$ cat src/rtl/fetch_stage_pkg.sv
// Shared definitions for the WISC fetch stage: default parameters and the
// fetch FSM state type.
package fetch_stage_pkg;

  localparam int unsigned DATA_W_DEF   = 16;
  localparam logic [15:0] RESET_PC_DEF = 16'h0000;
  localparam logic [4:0]  HALT_OPC_DEF = 5'b00000;

  // S_FETCH: request outstanding; S_HOLD: response parked while the slot is
  // stalled; S_HALT: HALT reached ID, no further fetching.
  typedef enum logic [1:0] {
    S_FETCH = 2'd0,
    S_HOLD  = 2'd1,
    S_HALT  = 2'd2
  } fetch_state_e;

endpackage

$ cat src/rtl/fetch_stage_if.sv
// Instruction-memory request/response bus.
//   imem_req   : fetch request valid (master -> slave)
//   imem_addr  : fetch address       (master -> slave)
//   imem_rdy   : response valid      (slave -> master)
//   imem_rdata : instruction word    (slave -> master)
interface fetch_stage_if
  import fetch_stage_pkg::*;
#(
  parameter int unsigned DATA_W = DATA_W_DEF
) ();

  logic              imem_req;
  logic [DATA_W-1:0] imem_addr;
  logic              imem_rdy;
  logic [DATA_W-1:0] imem_rdata;

  modport master (output imem_req, imem_addr, input imem_rdy, imem_rdata);
  modport slave  (input imem_req, imem_addr, output imem_rdy, imem_rdata);

endinterface

$ cat src/rtl/fetch_stage_if_id_reg.sv
// IF/ID pipeline slot: load has priority over clear, otherwise hold.
//   clk, rst_n         : clock, async active-low reset
//   load, clear        : write a new instruction / invalidate the slot
//   instr_in, pc2_in   : instruction and its fetch PC + 2
//   valid, instr, pc2  : registered slot contents
module if_id_reg
  import fetch_stage_pkg::*;
#(
  parameter int unsigned DATA_W = DATA_W_DEF
) (
  input  logic              clk,
  input  logic              rst_n,
  input  logic              load,
  input  logic              clear,
  input  logic [DATA_W-1:0] instr_in,
  input  logic [DATA_W-1:0] pc2_in,
  output logic              valid,
  output logic [DATA_W-1:0] instr,
  output logic [DATA_W-1:0] pc2
);

  always_ff @(posedge clk or negedge rst_n) begin
    if (!rst_n) begin
      valid <= 1'b0;
      instr <= '0;
      pc2   <= '0;
    end else if (load) begin
      valid <= 1'b1;
      instr <= instr_in;
      pc2   <= pc2_in;
    end else if (clear) begin
      valid <= 1'b0;
    end
  end

endmodule

$ cat src/rtl/fetch_stage.sv
// Instruction-fetch stage with IF/ID register for the 16-bit WISC core.
//   clk, rst_n   : clock, async active-low reset
//   imem         : instruction-memory bus (master side)
//   stall        : hazard unit holds the IF/ID slot
//   redirect     : taken branch/jump, target in redirect_pc
//   id_valid, id_instr, id_opcode, id_pc_plus2 : IF/ID slot outputs
//   halted       : HALT has entered ID, fetch stopped
module fetch_stage
  import fetch_stage_pkg::*;
#(
  parameter int unsigned       DATA_W   = DATA_W_DEF,
  parameter logic [DATA_W-1:0] RESET_PC = RESET_PC_DEF,
  parameter logic [4:0]        HALT_OPC = HALT_OPC_DEF
) (
  input  logic                 clk,
  input  logic                 rst_n,
  fetch_stage_if.master        imem,
  input  logic                 stall,
  input  logic                 redirect,
  input  logic [DATA_W-1:0]    redirect_pc,
  output logic                 id_valid,
  output logic [DATA_W-1:0]    id_instr,
  output logic [4:0]           id_opcode,
  output logic [DATA_W-1:0]    id_pc_plus2,
  output logic                 halted
);

  fetch_state_e      state, state_n;
  logic              run;
  logic              squash, squash_n;
  logic              halted_n;
  logic [DATA_W-1:0] pc, pc_n, pc_inc;
  logic [DATA_W-1:0] target, target_n;
  logic [DATA_W-1:0] hold_instr, hold_instr_n;
  logic [DATA_W-1:0] hold_pc2, hold_pc2_n;
  logic              slot_load, slot_clear;
  logic [DATA_W-1:0] slot_instr, slot_pc2;
  logic              xfer, accept;

  // run keeps the request low until the first edge after reset release.
  assign imem.imem_req  = run && (state == S_FETCH);
  assign imem.imem_addr = pc;

  assign xfer   = imem.imem_req && imem.imem_rdy;
  assign accept = !id_valid || !stall;
  assign pc_inc = pc + DATA_W'(2);

  always_ff @(posedge clk or negedge rst_n) begin
    if (!rst_n) begin
      state      <= S_FETCH;
      run        <= 1'b0;
      pc         <= RESET_PC;
      squash     <= 1'b0;
      target     <= '0;
      hold_instr <= '0;
      hold_pc2   <= '0;
      halted     <= 1'b0;
    end else begin
      state      <= state_n;
      run        <= 1'b1;
      pc         <= pc_n;
      squash     <= squash_n;
      target     <= target_n;
      hold_instr <= hold_instr_n;
      hold_pc2   <= hold_pc2_n;
      halted     <= halted_n;
    end
  end

  always_comb begin
    state_n      = state;
    pc_n         = pc;
    squash_n     = squash;
    target_n     = target;
    hold_instr_n = hold_instr;
    hold_pc2_n   = hold_pc2;
    halted_n     = halted;
    slot_load    = 1'b0;
    slot_clear   = !stall;   // consumed by decode unless a new word lands
    slot_instr   = imem.imem_rdata;
    slot_pc2     = pc_inc;

    if (redirect) begin
      slot_clear   = 1'b1;
      hold_instr_n = '0;
      hold_pc2_n   = '0;
      if (state == S_FETCH && imem.imem_req && !xfer) begin
        // The outstanding request cannot be withdrawn: remember the target
        // and throw away whatever it eventually returns.
        squash_n = 1'b1;
        target_n = redirect_pc;
      end else begin
        pc_n     = redirect_pc;
        squash_n = 1'b0;
        state_n  = S_FETCH;
        halted_n = 1'b0;
      end
    end else begin
      case (state)
        S_FETCH: begin
          if (xfer) begin
            if (squash) begin
              pc_n     = target;
              squash_n = 1'b0;
            end else begin
              pc_n = pc_inc;
              if (accept) begin
                slot_load = 1'b1;
                if (imem.imem_rdata[DATA_W-1 -: 5] == HALT_OPC) begin
                  state_n  = S_HALT;
                  halted_n = 1'b1;
                end
              end else begin
                hold_instr_n = imem.imem_rdata;
                hold_pc2_n   = pc_inc;
                state_n      = S_HOLD;
              end
            end
          end
        end
        S_HOLD: begin
          if (accept) begin
            slot_load  = 1'b1;
            slot_instr = hold_instr;
            slot_pc2   = hold_pc2;
            if (hold_instr[DATA_W-1 -: 5] == HALT_OPC) begin
              state_n  = S_HALT;
              halted_n = 1'b1;
            end else begin
              state_n = S_FETCH;
            end
          end
        end
        S_HALT: ;
        default: state_n = S_FETCH;
      endcase
    end
  end

  if_id_reg #(.DATA_W(DATA_W)) u_if_id (
    .clk      (clk),
    .rst_n    (rst_n),
    .load     (slot_load),
    .clear    (slot_clear),
    .instr_in (slot_instr),
    .pc2_in   (slot_pc2),
    .valid    (id_valid),
    .instr    (id_instr),
    .pc2      (id_pc_plus2)
  );

  assign id_opcode = id_instr[DATA_W-1 -: 5];

endmodule

$ cat src/flat_wrapper.sv
// flat-port wrapper written by rule: the top's interface ports become plain ports
module fetch_stage_flat import fetch_stage_pkg::*;
#(
  parameter int unsigned       DATA_W   = DATA_W_DEF,
  parameter logic [DATA_W-1:0] RESET_PC = RESET_PC_DEF,
  parameter logic [4:0]        HALT_OPC = HALT_OPC_DEF
)
  (clk, rst_n, stall, redirect, redirect_pc, id_valid, id_instr, id_opcode, id_pc_plus2, halted, imem_imem_req, imem_imem_addr, imem_imem_rdy, imem_imem_rdata);
  fetch_stage_if #(.DATA_W(DATA_W)) imem_i ();
  input  logic clk;
  input  logic rst_n;
  input  logic stall;
  input  logic redirect;
  input  logic [DATA_W-1:0] redirect_pc;
  output logic id_valid;
  output logic [DATA_W-1:0] id_instr;
  output logic [4:0] id_opcode;
  output logic [DATA_W-1:0] id_pc_plus2;
  output logic halted;
  output wire logic [$bits(imem_i.imem_req)-1:0] imem_imem_req;
  output wire logic [$bits(imem_i.imem_addr)-1:0] imem_imem_addr;
  input wire logic [$bits(imem_i.imem_rdy)-1:0] imem_imem_rdy;
  input wire logic [$bits(imem_i.imem_rdata)-1:0] imem_imem_rdata;
  assign imem_imem_req = imem_i.imem_req;
  assign imem_imem_addr = imem_i.imem_addr;
  assign imem_i.imem_rdy = imem_imem_rdy;
  assign imem_i.imem_rdata = imem_imem_rdata;
  fetch_stage #(.DATA_W(DATA_W), .RESET_PC(RESET_PC), .HALT_OPC(HALT_OPC)) u_core (.clk(clk), .rst_n(rst_n), .imem(imem_i), .stall(stall), .redirect(redirect), .redirect_pc(redirect_pc), .id_valid(id_valid), .id_instr(id_instr), .id_opcode(id_opcode), .id_pc_plus2(id_pc_plus2), .halted(halted));
endmodule
$ cat config.mk
export PLATFORM = sky130hd
export DESIGN_NAME = fetch_stage_flat
export DESIGN_NICKNAME = d
export VERILOG_FILES = /design/src/rtl/fetch_stage_pkg.sv /design/src/rtl/fetch_stage_if.sv /design/src/rtl/fetch_stage_if_id_reg.sv /design/src/rtl/fetch_stage.sv /design/src/flat_wrapper.sv
export SDC_FILE = /design/constraint.sdc
export NUM_CORES = 1
export LEC_CHECK = 0
export ABC_AREA = 1
export CORE_MARGIN = 2
export CORE_UTILIZATION = 60
export CTS_BUF_LIST = sky130_fd_sc_hd__clkbuf_8
export DETAILED_ROUTE_END_ITERATION = 8
export DONT_BUFFER_PORTS = 1
export MAX_ROUTING_LAYER = met4
export PLACE_DENSITY = 0.88
export SYNTH_ARGS = -nofsm -noshare
export SYNTH_HDL_FRONTEND = slang
export SYNTH_SLANG_ARGS = --single-unit
$ cat constraint.sdc
create_clock -name clk -period 1.45 [get_ports clk]
set_input_delay 0.29 -clock clk [delete_from_list [all_inputs] [get_ports clk]]
set_output_delay 0.29 -clock clk [all_outputs]
set_load 0.02 [all_outputs]
## Word-level counts from Yosys, hierarchy flattened

Index checks and enable logic that the tools add are counted.

| cells by class | value |
|---|---|
| $add $sub $neg | 1 |
| equality and inequality tests | 12 |
| multiplexer cells | 49 |
| reduce and logical (&&, ||, !) cells | 21 |

Operators with widths:

| operator | number |
|---|---|
| 2-to-1 mux 16 bit | 19 |
| 2-to-1 mux 1 bit | 19 |
| adder 16 x 2 -> 16 bit, second input constant | 1 |
| 2-to-1 mux 2 bit | 8 |
| inequality test 3 x 2 -> 1 bit, second input constant | 4 |
| logical NOT 5 bit | 2 |
| AND reduction 8 bit | 1 |
| inequality test 2 bit, second input constant | 3 |
| inequality test 3 bit, second input constant | 2 |
| one-hot mux 2 bit (3 select lines) | 1 |
| AND reduction 3 bit | 2 |
| AND reduction 6 bit | 1 |
| nonzero test 2 bit | 3 |
| logical AND 1 bit | 4 |
| inequality test 4 bit, second input constant | 1 |
| one-hot mux 1 bit (2 select lines) | 2 |
| AND reduction 2 bit | 2 |
| logical NOT 1 bit | 3 |
| nonzero test 3 bit | 1 |
| equality test 2 x 1 -> 1 bit, second input constant | 1 |
| equality test 2 bit, second input constant | 1 |
| logical NOT 2 bit | 1 |
| logical OR 1 bit | 1 |

| word-level totals | value |
|---|---|
| register bits | 102 |
| input port bits | 37 |
| output and inout port bits | 56 |
| word-level logic and storage cells | 94 |

## Longest topological paths before layout

Gate-level depths: netlist of run 1.

| logic depth | value |
|---|---|
| depth in word-level cells | 8 |
| gate-level depth with buffers | 12 |
| depth with buffers taken out | 11 |

## Hierarchy

A second synthesis of run 1 with hierarchy kept.

| unflattened totals | value |
|---|---|
| cell total of the unflattened synthesis | 739 |
| area total of the unflattened synthesis | 5584.1 um^2 |

By module, submodules not included:

| module | times used | cells each | area an instance (um^2) | sequential area each (um^2) |
|---|---|---|---|---|
| fetch_stage | 1 | 599 | 4257.8 | 1726.7 |
| if_id_reg | 1 | 140 | 1326.3 | 825.8 |

## Least setup slack after synthesis of run 1

No wires, ideal clock.

| timing path | value |
|---|---|
| path kind | register -> register |
| start | register u_core.pc[1], in the netlist u_core.imem.imem_addr[1] |
| end | register u_core.u_if_id.pc2[11] |
| library setup time | 0.116 ns |
| arrival | 1.520 ns |
| data required time | 1.334 ns |
| path slack | -0.186 ns |
| stages on the path, launching flop included | 11 |
| path buffers | 0 |
| period minus slack after synthesis | 1.636 ns |
| cell sequence | dfrtp_1 ha_1 nand3_1 nor2_2 nand2_1 inv_1 nand2_1 nand3_1 nand3_1 nand2_1 nand2_1 |

| on the way | value |
|---|---|
| word-level cells in the longest chain between the ends | 4 |

Ends and longest elaborated chain:

| item | line | text |
|---|---|---|
| start, declared | fetch_stage.sv:32 | `logic [DATA_W-1:0] pc, pc_n, pc_inc;` |
| start signal, assigned | fetch_stage.sv:61 | `pc <= pc_n;` |
| adder 16 x 2 -> 16 bit * | fetch_stage.sv:46 | `assign pc_inc = pc + DATA_W'(2);` |
| 2-to-1 mux 16 bit | -- |  |
| 2-to-1 mux 16 bit | fetch_stage.sv:99 | `case (state)` |
| 2-to-1 mux 16 bit * | fetch_stage.sv:83 | `if (redirect) begin` |
| end signal, assigned | fetch_stage_if_id_reg.sv:30 | `pc2 <= pc2_in;` |
| end, declared | fetch_stage_if_id_reg.sv:19 | `output logic [DATA_W-1:0] pc2` |

Mark *: on every way between the ends. The rest lies on a longest branch, timed or not.
A chain may end at the register's enable or synchronous reset.

## Worst setup path in the final report of run 1

| timing path | value |
|---|---|
| start | register u_core.pc[1], in the netlist u_core.imem.imem_addr[1] |
| end | register u_core.u_if_id.pc2[15] |

Same word-level chain as after synthesis.

==> results.py, run 1 <==
metrics = {
    "run_status": {
        "status": "finished, violations left",
        "violations": "hold timing, setup timing",
    },
    "routing": {
        "drt_pass1_iterations": 6,
        "vias_per_cell": 6.34,
        "detail-route-antenna-nets": 0,
        "detail_route.wl_per_cell_um": 21.0,
        "drt-total-wl_um": 19000,
        "drt_iter0_markers": 661,
        "vias": 5717,
        "drc": 0,
    },
    "floorplanning": {
        "fp-row-count": 34,
        "ios": 93,
        "core_um2": 8720,
        "die_x_um": 99.1,
        "dieArea_um2": 9810,
        "start_util_pct": 62.2,
        "die_h_um": 99.1,
    },
    "timing": {
        "period_minus_slack_ns": 1.67,
        "setup_violations": 83,
        "skew_ns": 0.00801,
        "period_share_pct": 115,
        "fmax_ghz": 0.597,
        "rsz0062_at_grt": "true",
        "setup_ws_ns": -0.224,
        "fin_hold_ws_ns": -0.412,
        "hold_violations": 102,
        "drv_slew": 0,
    },
    "critical_path": {
        "critical_path_class": "flop to flop",
        "cp.required_ns": 1.71,
        "cp-start-kind": "flop",
        "worst-path-max-fanout": 5,
        "arrival_ns": 1.93,
        "worstSetupEndpointType": "flop",
    },
    "synthesis": {
        "synth_cells": 721,
        "netlist.area_leader.share_pct": 47.1,
        "yosysMostFrequentCell": "nand2_1",
        "netlist_area_um2": 5420,
        "synth.distinct_cells": 41,
        "synth_seq_area_share_pct": 47.1,
        "synth_edf_count": 0,
        "async_reset_ff_share_pct": 100,
        "synth_commonest_cells": "nand2_1, o21ai_0, dfrtp_1",
        "syn_avg_cell_area_um2": 7.52,
        "yosys-top-cells-area": "dfrtp_1, nand2_1, o21ai_0",
        "ys.flop_type": "dfrtp_1",
        "syn_nets": 759,
        "yosys_warnings": 0,
        "synth_top_area_cell": "dfrtp_1",
        "ys_ff_latch": 102,
    },
    "power": {
        "peakVddDrop_mv": 1.04,
        "power_density_nw_per_um2": 1560,
        "p_total_w": 0.0110,
        "p_leak_nw": 3.43,
    },
    "finish": {
        "nFillCells": 460,
        "area_growth_pct": 30.4,
        "nets": 827,
        "fin_area_um2": 7070,
        "diodes": 0,
        "drive_above_1_share_pct": 30.7,
        "fin_util_pct": 81.0,
    },
    "cts": {
        "cts_max_level": 3,
        "cts_sinks": 102,
        "clkTransAtPathRegs_ns": 0.10,
        "clock_latency_ns": 0.38,
        "clockRootBuffer": "clkbuf_8",
        "cts_made_buffers": 9,
        "clock_path_buffers": 2,
        "tritoncts": "built",
    },
    "global_routing": {
        "grt_max_degree": 103,
        "antenna_found_initial": 0,
        "grt_pass1_wl_um": 25600,
        "track_usage_pct": 33.8,
        "grt_pass1_vias": 5360,
        "grt_overflow": 0,
    },
    "job": {
        "cap_violations": 0,
    },
    "hold_path": {
        "min_path_type": "input port to asynchronous set/reset pin",
    },
    "placement": {
        "routabilityCongestion": 0.902,
        "portBuffers": 0,
        "place_area_um2": 6020,
        "dp_hpwl_um": 10300,
    },
}
==> logic make-up after synthesis <==
| logic type | after synthesis | synth area share, % |
|---|---|---|
| xor gates and xnor gates | 4 | 0.646 |
| DFF | 102 | 47.1 |
| adders and majority gates | 1 | 0.231 |
| AOI/OAI and AO/OA | 155 | 16.6 |
| buffers and inverters | 119 | 9.46 |
| and+or+nand+nor | 339 | 25.9 |
| other | 1 | 0.0692 |
==> what timing repair did <==
action,CTS,global route
gates cloned,1,6
pin swaps,17,32
setup endpoints to repair,86,99
hold endpoints to repair,102,103
resized for setup,61,143
buffers inserted,6,6
==> worst paths after layout <==
path	start	endpoint	slack [ns]	cells past startpoint
setup / recovery	u_core.imem.imem_addr[1]$_DFFE_PN0P_	u_core.u_if_id.pc2[15]$_DFFE_PN0P_	-0.22	10
hold / removal	rst_n	u_core.u_if_id.instr[12]$_DFFE_PN0P_	-0.41	0
max in group asynchronous	rst_n	u_core.imem.imem_addr[9]$_DFFE_PN0P_	1.73	0
min in group clk	redirect_pc[0]	u_core.target[0]$_DFFE_PN0P_	0.03	2
setup reg to reg	u_core.imem.imem_addr[1]$_DFFE_PN0P_	u_core.u_if_id.pc2[15]$_DFFE_PN0P_	-0.22	10
hold reg to reg	u_core.target[6]$_DFFE_PN0P_	u_core.target[6]$_DFFE_PN0P_	0.50	2
==> cell usage in the layout (no fill, tap or decap), types with 8 or more instances in the layout <==
cell type / netlist / routed
o21ai_1: 2 / 27
nand3_2: 0 / 11
nand2_2: 5 / 33
o21ai_0: 109 / 72
nor2_1: 40 / 24
nand2_1: 239 / 200
nand3_1: 38 / 25
o21ai_2: 0 / 12
clkbuf_8: 0 / 11
buf_12: 0 / 8
a22o_1: 12 / 12
nor2_2: 2 / 9
inv_1: 76 / 70
nor2_4: 1 / 10
nand2_4: 0 / 11
dfrtp_1: 102 / 95
buf_6: 3 / 18
buf_4: 6 / 58
==> state kept, by name, indices dropped and copies added (netlist names) <==
name	cells
u_core.u_if_id.valid	1
u_core.halted	1
u_core.run	1
u_core.hold_instr	16
u_core.target	16
u_core.state	2
u_core.imem.imem_addr	16
u_core.u_if_id.instr	16
u_core.squash	1
u_core.u_if_id.pc2	16
u_core.hold_pc2	16
==> final cells by class <==
class / instances / area (um2) / share of cell area (%)
sequential: 102 / 2560 / 36.2
clock inverter: 5 / 38.8 / 0.549
clock buffer: 11 / 151 / 2.14
multi-input combinational: 501 / 2870 / 40.6
tap: 108 / 135 / 1.91
timing repair buffer: 92 / 963 / 13.6
inverter: 83 / 345 / 4.89
==> power breakdown <==
group          total (W)  internal [W]  switching [W]
clock network    0.00184      0.000736        0.00110
registers        0.00511       0.00365        0.00145
logic            0.00410       0.00173        0.00238
==> metrics by stage <==
| step | std cells | TNS, ns | setup slack, ns |
|---|---|---|---|
| floorplan | 721 | -0.00282 | -0.00282 |
| global placement | 869 | -1.03 | -0.0856 |
| detailed placement | 869 | -4.11 | -0.132 |
| CTS | 891 | -0.973 | -0.0734 |
| global route | 902 | -12.59 | -0.260 |
| finish | 902 | -7.98 | -0.224 |
==> metal layers <==
metal | share of wire [%] | vias to the layer above | GRT usage [%]
met3 | 10 | 149 | 7.80
met4 | 7.2 | 0 | 17.0
met5 | 0 | - | -
li1 | - | 2463 | -
met1 | 34 | 2672 | 40.2
met2 | 48 | 433 | 54.1
==> critical path, cell delays in order (launching register included) <==
cell     delay [ns]
dfrtp_2        0.45
ha_4           0.19
nand3_4        0.09
nor2_4         0.21
nand3_2        0.13
nand2_2        0.09
nand3_2        0.08
nand2_1        0.09
inv_1          0.04
nand2_1        0.09
nand2_1        0.10
Note: power is estimated with default switching activity, not from simulation.
==> run 2, diff against run 1 <==
--- a/config.mk
+++ b/config.mk
@@ -6,13 +6,14 @@
 export NUM_CORES = 1
 export LEC_CHECK = 0
 export ABC_AREA = 1
+export CORE_ASPECT_RATIO = 0.5
 export CORE_MARGIN = 2
-export CORE_UTILIZATION = 60
+export CORE_UTILIZATION = 45
 export CTS_BUF_LIST = sky130_fd_sc_hd__clkbuf_8
 export DETAILED_ROUTE_END_ITERATION = 8
 export DONT_BUFFER_PORTS = 1
 export MAX_ROUTING_LAYER = met4
-export PLACE_DENSITY = 0.88
+export PLACE_DENSITY = 0.71
 export SYNTH_ARGS = -nofsm -noshare
 export SYNTH_HDL_FRONTEND = slang
 export SYNTH_SLANG_ARGS = --single-unit
==> results.py, run 2 (synthesis gave the netlist of run 1 again) <==
metrics = {
    "critical_path": {
        "critical_path_class": "flop to flop",
        "worstSetupEndpointType": "flop",
        "worst-path-max-fanout": 3,
        "crit_family": "simple AND/OR/NAND/NOR gates",
        "path_buf_inv": 1,
        "cp.required_ns": 1.77,
        "slowest_delay_ns": 0.42,
        "worstPathCellList": "ha_4 -> nand3_4 -> nor2_4 -> xor2_2 -> buf_4 -> nor2_1 -> nor2_1 -> nand2_1 -> nand2_1",
        "crit_path_top_delay_cell": "dfrtp_2",
        "cp-start-kind": "flop",
        "arrival_ns": 1.88,
    },
    "routing": {
        "drt-total-wl_um": 16200,
        "drt_iter0_markers": 515,
        "drc": 0,
        "detail-route-antenna-nets": 0,
        "drt_pass1_iterations": 5,
        "vias": 5197,
        "detail_route.wl_per_cell_um": 16.9,
        "vias_per_cell": 5.42,
    },
    "power": {
        "p_leak_nw": 3.44,
        "p_total_w": 0.0111,
        "peakVddDrop_mv": 0.684,
        "power_density_nw_per_um2": 1550,
    },
    "finish": {
        "nets": 827,
        "area_growth_pct": 31.5,
        "instances_no_fill": 959,
        "diodes": 0,
        "nFillCells": 1007,
        "mostFrequentLayoutCells": "nand2_1, dfrtp_1, inv_1, o21ai_0, buf_4",
        "layout_commonest_cell": "nand2_1",
        "drive_above_1_share_pct": 29.3,
    },
    "global_routing": {
        "track_usage_pct": 23.5,
        "antenna_found_initial": 0,
        "grt_pass1_vias": 4642,
        "grt_overflow": 0,
        "grt_pass1_wl_um": 23400,
        "grt_max_degree": 103,
    },
    "timing": {
        "setup_ws_ns": -0.110,
        "rsz0062_at_grt": "true",
        "fin_hold_ws_ns": -0.406,
        "skew_ns": 0.0125,
        "fmax_ghz": 0.641,
        "drv_slew": 0,
        "period_share_pct": 108,
        "hold_violations": 102,
        "period_minus_slack_ns": 1.56,
        "setup_violations": 82,
        "tns_ns": -3.04,
    },
    "cts": {
        "cts_made_buffers": 9,
        "clock_path_buffers": 2,
        "clkTransAtPathRegs_ns": 0.11,
        "cts_max_level": 3,
        "tritoncts": "built",
        "clockRootBuffer": "clkbuf_8",
        "cts_sinks": 102,
        "clock_latency_ns": 0.38,
    },
    "floorplanning": {
        "dieArea_um2": 13000,
        "die_x_um": 159,
        "fp-row-count": 28,
        "ios": 93,
        "core_um2": 11800,
        "die_h_um": 81.6,
        "start_util_pct": 46.1,
    },
    "hold_path": {
        "min_path_type": "input port to asynchronous set/reset pin",
    },
    "placement": {
        "routabilityCongestion": 0.890,
        "placedCellCount": 927,
        "portBuffers": 0,
        "dp_hpwl_um": 10100,
    },
    "job": {
        "cap_violations": 0,
    },
    "run_status": {
        "violations": "hold timing, setup timing",
        "status": "finished, violations left",
    },
}
-- run 2: cell types whose count changed in the layout (fill, tap and decap cells not counted), moves of 3 or more --
cell / delta
bufinv_16: +3
buf_8: +4
o22ai_2: -4
buf_6: -7
nand2_1: +3
nand2_8: +4
o21ai_1: +9
o21ai_0: -9
inv_6: -4
nand2_4: -5
nor2_4: -3
o22ai_1: +4
-- run 2: cell type report --
class / count / area [um2] / share of cell area, %
sequential: 102 / 2560 / 35.9
multi-input combinational: 503 / 2830 / 39.7
clock buffer: 9 / 124 / 1.74
timing repair buffer: 90 / 940 / 13.2
clock inverter: 7 / 120 / 1.69
inverter: 83 / 345 / 4.84
tap: 165 / 206 / 2.90
-- run 2: worst paths after layout --
| kind | from | endpoint | slack (ns) | depth (start not counted) |
|---|---|---|---|---|
| setup reg to reg | u_core.imem.imem_addr[2]$_DFFE_PN0P_ | u_core.u_if_id.pc2[7]$_DFFE_PN0P_ | -0.11 | 9 |
| max in group asynchronous | rst_n | u_core.hold_instr[6]$_DFFE_PN0P_ | 1.62 | 0 |
| hold / removal | rst_n | u_core.target[14]$_DFFE_PN0P_ | -0.41 | 0 |
| min in group clk | redirect | u_core.u_if_id.valid$_DFFE_PN0P_ | 0.01 | 1 |
| hold reg to reg | u_core.target[2]$_DFFE_PN0P_ | u_core.target[2]$_DFFE_PN0P_ | 0.49 | 2 |
| setup / recovery | u_core.imem.imem_addr[2]$_DFFE_PN0P_ | u_core.u_if_id.pc2[7]$_DFFE_PN0P_ | -0.11 | 9 |
-- run 2: timing repair --
| action | CTS | global route |
|---|---|---|
| resized for setup | 47 | 147 |
| setup buffers | 4 | 1 |
| endpoints found under the hold margin | 102 | 102 |
| gates cloned | 1 | 10 |
| pin swaps | 15 | 13 |
| setup endpoints to repair | 81 | 104 |
-- run 2: stage by stage --
| step | worst slack (ns) | utilization [%] | area [um2] | hold slack [ns] |
|---|---|---|---|---|
| 6_report | -0.110 | 60.6 | 7130 | -0.406 |
| 3_3_place_gp | -0.140 | 51.7 | 6080 | -0.00168 |
| 5_1_grt | -0.216 | 60.6 | 7130 | -0.433 |
| 4_1_cts | -0.0806 | 55.4 | 6530 | -0.412 |
| 3_5_place_dp | -0.154 | 51.7 | 6080 | -0.00237 |
| 2_1_floorplan | -0.00282 | - | 5470 | -0.00559 |
-- run 2: per-layer routing --
| layer | up-vias | share of wire (%) | global-route usage [%] | wire [um] |
|---|---|---|---|---|
| met2 | 204 | 46 | 37.1 | 7500 |
| met1 | 2500 | 45 | 30.8 | 7200 |
| met3 | 29 | 7.5 | 6.26 | 1210 |
| li1 | 2464 | - | - | - |
| met4 | 0 | 1.7 | 5.27 | 267 |
| met5 | - | 0 | - | 0 |
-- run 2: worst register-to-register path: cells and delay by family (launching register included) --
| kind | cells | cell delay (ns) |
|---|---|---|
| AND/OR/NAND/NOR | 6 | 0.47 |
| flip-flops | 1 | 0.42 |
| XOR/XNOR | 1 | 0.26 |
| adder cells (fa/ha/maj) | 1 | 0.18 |
| buffers and inverters | 1 | 0.17 |
-- run 2: report_power, final --
part	internal (W)	switching [W]
clock	0.00116	0.00108
combinational	0.00167	0.00214
sequential	0.00365	0.00136
total	0.00648	0.00459
